--- src/rtl/param_fifo.sv ---
// param_fifo: single-clock FIFO with registered read data, level flags and sticky error flags
module param_fifo #(
  parameter int DATA_WIDTH = 8,
  parameter int DEPTH      = 16,
  parameter int AF_LEVEL   = 14,
  parameter int AE_LEVEL   = 2
) (
  input  logic                   clock,
  input  logic                   rst_n,
  input  logic                   flush,
  input  logic                   wr,
  input  logic [DATA_WIDTH-1:0]  data_in,
  input  logic                   rd,
  input  logic                   err_clr,
  output logic [DATA_WIDTH-1:0]  data_out,
  output logic                   rd_valid,
  output logic [$clog2(DEPTH):0] count,
  output logic                   full,
  output logic                   empty,
  output logic                   almost_full,
  output logic                   almost_empty,
  output logic                   overflow,
  output logic                   underflow
);
  localparam int AW = $clog2(DEPTH);
  localparam int CW = AW + 1;
  logic [DATA_WIDTH-1:0] mem [DEPTH];
  logic [AW-1:0] wp, rp;
  logic wr_ok, rd_ok;
  assign full         = count == CW'(DEPTH);
  assign empty        = count == '0;
  assign almost_full  = count >= CW'(AF_LEVEL);
  assign almost_empty = count <= CW'(AE_LEVEL);
  assign wr_ok = wr && !full && !flush;
  assign rd_ok = rd && !empty && !flush;
  // storage is deliberately not reset; it is only visible through accepted reads
  always_ff @(posedge clock)
    if (wr_ok) mem[wp] <= data_in;
  always_ff @(posedge clock or negedge rst_n)
    if (!rst_n) begin
      wp        <= '0;
      rp        <= '0;
      count     <= '0;
      data_out  <= '0;
      rd_valid  <= 1'b0;
      overflow  <= 1'b0;
      underflow <= 1'b0;
    end else begin
      overflow  <= (overflow && !err_clr) || (wr && full && !flush);
      underflow <= (underflow && !err_clr) || (rd && empty && !flush);
      rd_valid  <= rd_ok;
      if (flush) begin
        wp    <= '0;
        rp    <= '0;
        count <= '0;
      end else begin
        if (wr_ok) wp <= wp + 1'b1;
        if (rd_ok) begin
          rp       <= rp + 1'b1;
          data_out <= mem[rp];
        end
        count <= count + CW'(wr_ok) - CW'(rd_ok);
      end
    end
endmodule

--- config.mk ---
export PLATFORM = sky130hd
export DESIGN_NAME = param_fifo
export DESIGN_NICKNAME = d
export VERILOG_FILES = /design/src/rtl/param_fifo.sv
export SDC_FILE = /design/constraint.sdc
export NUM_CORES = 1
export LEC_CHECK = 0
export CAP_MARGIN = 20
export CELL_PAD_IN_SITES_DETAIL_PLACEMENT = 1
export CELL_PAD_IN_SITES_GLOBAL_PLACEMENT = 2
export CORE_MARGIN = 4
export CORE_UTILIZATION = 40
export DETAILED_ROUTE_END_ITERATION = 8
export GPL_TIMING_DRIVEN = 0
export HOLD_SLACK_MARGIN = 0.03
export PLACE_DENSITY = 0.77
export SYNTH_ARGS = -nofsm -noshare
export SYNTH_HDL_FRONTEND = slang
export SYNTH_SLANG_ARGS = --single-unit
--- constraint.sdc ---
create_clock -name clock -period 3 [get_ports clock]
set_input_delay 0.6 -clock clock [delete_from_list [all_inputs] [get_ports clock]]
set_output_delay 0.6 -clock clock [all_outputs]
set_load 0.1 [all_outputs]
==> results.md <==
- Post-route minimum period: 2860 ps
- Fmax: 350 MHz
- Core area: approximately 15000 um2
- Pwr dens: 883 nW/um2
- Synth cell types: 37
- Setup violators final: 0
- N_diodes: 0
- Drt pass-1 iters: 4
- Die Y: ~130 um
- H-tree level count: 4
- Synth Instances: 380
- P_leak: 2.57 nW
- Clk sink count: 152
- DP Area: between 6000 and 7000 um2
- Vias in the first global route: 3810
- Post-synthesis sequential area ratio: 70.9%
- Cell area after layout: 7570 um2
- Routed WL per cell: about 21 um
- Clock Tree Buf Depth: 2
- Yosys warning count: 0
- R2r setup slk: 240 ps
- Worst Hold End: data_out[2]
- Setup crit end kind: output port
- First-pass GRT wire length: 22.3 mm
- Final hold vios: 0
- CTS tree: done
- Outcome: finished, final reports clean
- Residual DRC count: 0
- Flops & latches, synth: 152
- DRT iter0 DRCs: about 260
- Critical Path Fanout Max: 4
- Hold slack: 474 ps
- Most frequent cells in the layout: edfxtp_1, mux2i_1, clkdlybuf4s50_1, a22oi_1, nor2_1
- Worst hold stages: 2
- Crit Path Category: reg -> out
- Initial core utilization: 41.1%
- Root Buffer: clkbuf_16
- Data required, critical path: 2400 ps
- Initial antenna violation count: 0
- CP cell instances: inv_4, ha_1, nor2b_1, o21a_1, dlygate4sd2_1
- GP Congestion: roughly 0.8
- Fin. max-slew vios: 0
- Mapped cell area: 6260 um2
- Slew headroom: 33.3%
- DP HPWL: between 9 and 10 mm
- Ports: 34
- Post-Route Setup TNS: 0 ps
- Vias: 3444
- Share of layout cells above drive strength 1: 19.7%
- Total of max-cap violations: 0
- Crit path DAT: 2260 ps
- Tcrit/Tclk final: 95.3%
- WL final: 14.1 mm
- Vias per cell: 5.20
- Worst-Skew Late Latency: 420 ps
- RSZ-0062 raised after global routing: no
- Filler instances: 1457
- DIE WIDTH: between 100 and 150 um
- Nets: 470
- Syn nets: approximately 410
- Worst slew pin tran: around 1000 ps
- Reg2reg path depth: 14
- Reg2reg start: count[3]
- Clock Pin Slew Worst Setup and Hold Paths: 60 ps
- Area grow syn2layout: 20.8%
- Worst setup SP type: register
- Final ANT Viol Nets: 0
- CTS Buf Count: 17
- Total die area: 17700 um2
- Worst hold start: data_out[2]
- Commonest non-fill, non-tap cell in the layout: edfxtp_1
- Gr ovfl total: 0
- Site row count: 45
- Peak VDD IR: 0.649 mV
- Mapped Avg Cell Area: 16.5 um2
- Skew final: 7.48 ps
- RR Endpoint: count[4]
- Max incr delay on CP: 840 ps
- Largest net degree at the start of global routing: 19
- Slowest CP cell: dlygate4sd2_1
- Port buffer count: 33
- Hold Crit Class: reg -> reg
- Total track usage: 17.2%
[synth_stat cells, drive strengths merged]
cell | count | area share [%]
o21bai | 2 | 0.24
nand3 | 22 | 1.8
nor4b | 1 | 0.38
o32ai | 1 | 0.14
o21a | 1 | 0.12
o22ai | 1 | 0.10
ha | 16 | 3.2
clkbuf | 5 | 0.32
nand2b | 4 | 0.40
nand4bb | 1 | 0.18
nor3b | 1 | 0.12
mux4 | 16 | 5.8
and3 | 2 | 0.20
nor2b | 4 | 0.40
edfxtp | 128 | 61
a22oi | 24 | 2.9
nand3b | 1 | 0.12
nand2 | 19 | 1.1
a21oi | 5 | 0.40
buf | 12 | 1.1
xor2 | 5 | 0.70
or4b | 1 | 0.16
nor2 | 23 | 1.4
inv | 16 | 0.96
mux2i | 32 | 5.1
dfrtp | 24 | 9.6
xnor2 | 4 | 0.56
clkinv | 1 | 0.14
nor3 | 6 | 0.74
and2 | 1 | 0.10
fa | 1 | 0.32
[cell families after synthesis]
group           Yosys count  synth area share, %
compound gates           34                 3.87
flops                   152                 70.9
buf+inv                  34                 2.48
mux                      48                 10.9
simple gates             86                 7.07
fa+ha+maj                17                 3.52
xor+xnor                  9                 1.26
[area by class of cell]
type                    instances  area (um2)  share of cell area (%)
plain buffers                  15        70.1                   0.926
clock buffers                  17         425                    5.62
clock inverters                14         128                    1.69
inverters                      17        76.3                    1.01
multi-input cells             194        1740                    22.9
flip-flops and latches        152        4460                    58.9
well taps                     211         264                    3.49
repair buffers                 42         413                    5.46
[flip-flops by register name, summed over array words and instances (netlist names)]
name / count
data_out: 8
rp: 4
underflow: 1
wp: 4
mem: 128
overflow: 1
rd_valid: 1
count: 5
[how the worst max path moves through the flow]
stage / from / end / slack, ps / depth (start not counted)
after floorplan: count[3] / count[4] / 20 / 16
after global placement: wr / mem[2][1] / -510 / 5
after detailed placement: wr / count[4] / -450 / 13
after CTS: count[4] / almost_full / 20 / 5
after global routing: count[2] / almost_empty / 20 / 5
final: count[2] / almost_empty / 140 / 5
[per-stage QoR]
step	utilization [%]	cells	power, mW	setup WS, ps
2_1_floorplan	-	380	4.20	22.8
3_3_place_gp	45.4	624	4.71	-513
3_5_place_dp	45.7	629	4.76	-453
4_1_cts	49.3	660	6.75	24.7
5_1_grt	49.6	662	7.01	16.6
6_report	49.6	662	6.68	140
[routing by layer]
| metal | vias up | global-route usage (%) | wire length, um | part of all wire [%] |
|---|---|---|---|---|
| met5 | - | 0 | 0 | 0 |
| met4 | 0 | 5.26 | 216 | 1.5 |
| met3 | 18 | 4.68 | 874 | 6.2 |
| met2 | 103 | 28.2 | 7000 | 50 |
| met1 | 1756 | 22.7 | 6000 | 43 |
| li1 | 1567 | - | - | - |
[worst max-delay path, delay by kind of cell (launching register included)]
kind | cells | cell delay [ps]
buffers and inverters | 2 | 920
flip-flops | 1 | 510
adder cells (fa/ha/maj) | 1 | 170
AND/OR/NAND/NOR | 1 | 130
AO/OA/AOI/OAI | 1 | 110
[power by group]
group	leakage (nW)	internal [mW]	switching (mW)
Clock	0.269	1.14	0.848
Combinational	0.841	0.630	1.50
Sequential	1.46	2.44	0.125
Total	2.57	4.21	2.48
[timing repair]
| action | 4_1_cts | 5_1_grt |
|---|---|---|
| setup buffers | 1 | 3 |
| pin swaps | 0 | 4 |
| hold buffers | 0 | 0 |
| resized for setup | 10 | 7 |
| setup endpoints to repair | 17 | 15 |
Note: power is estimated with default switching activity, not from simulation.
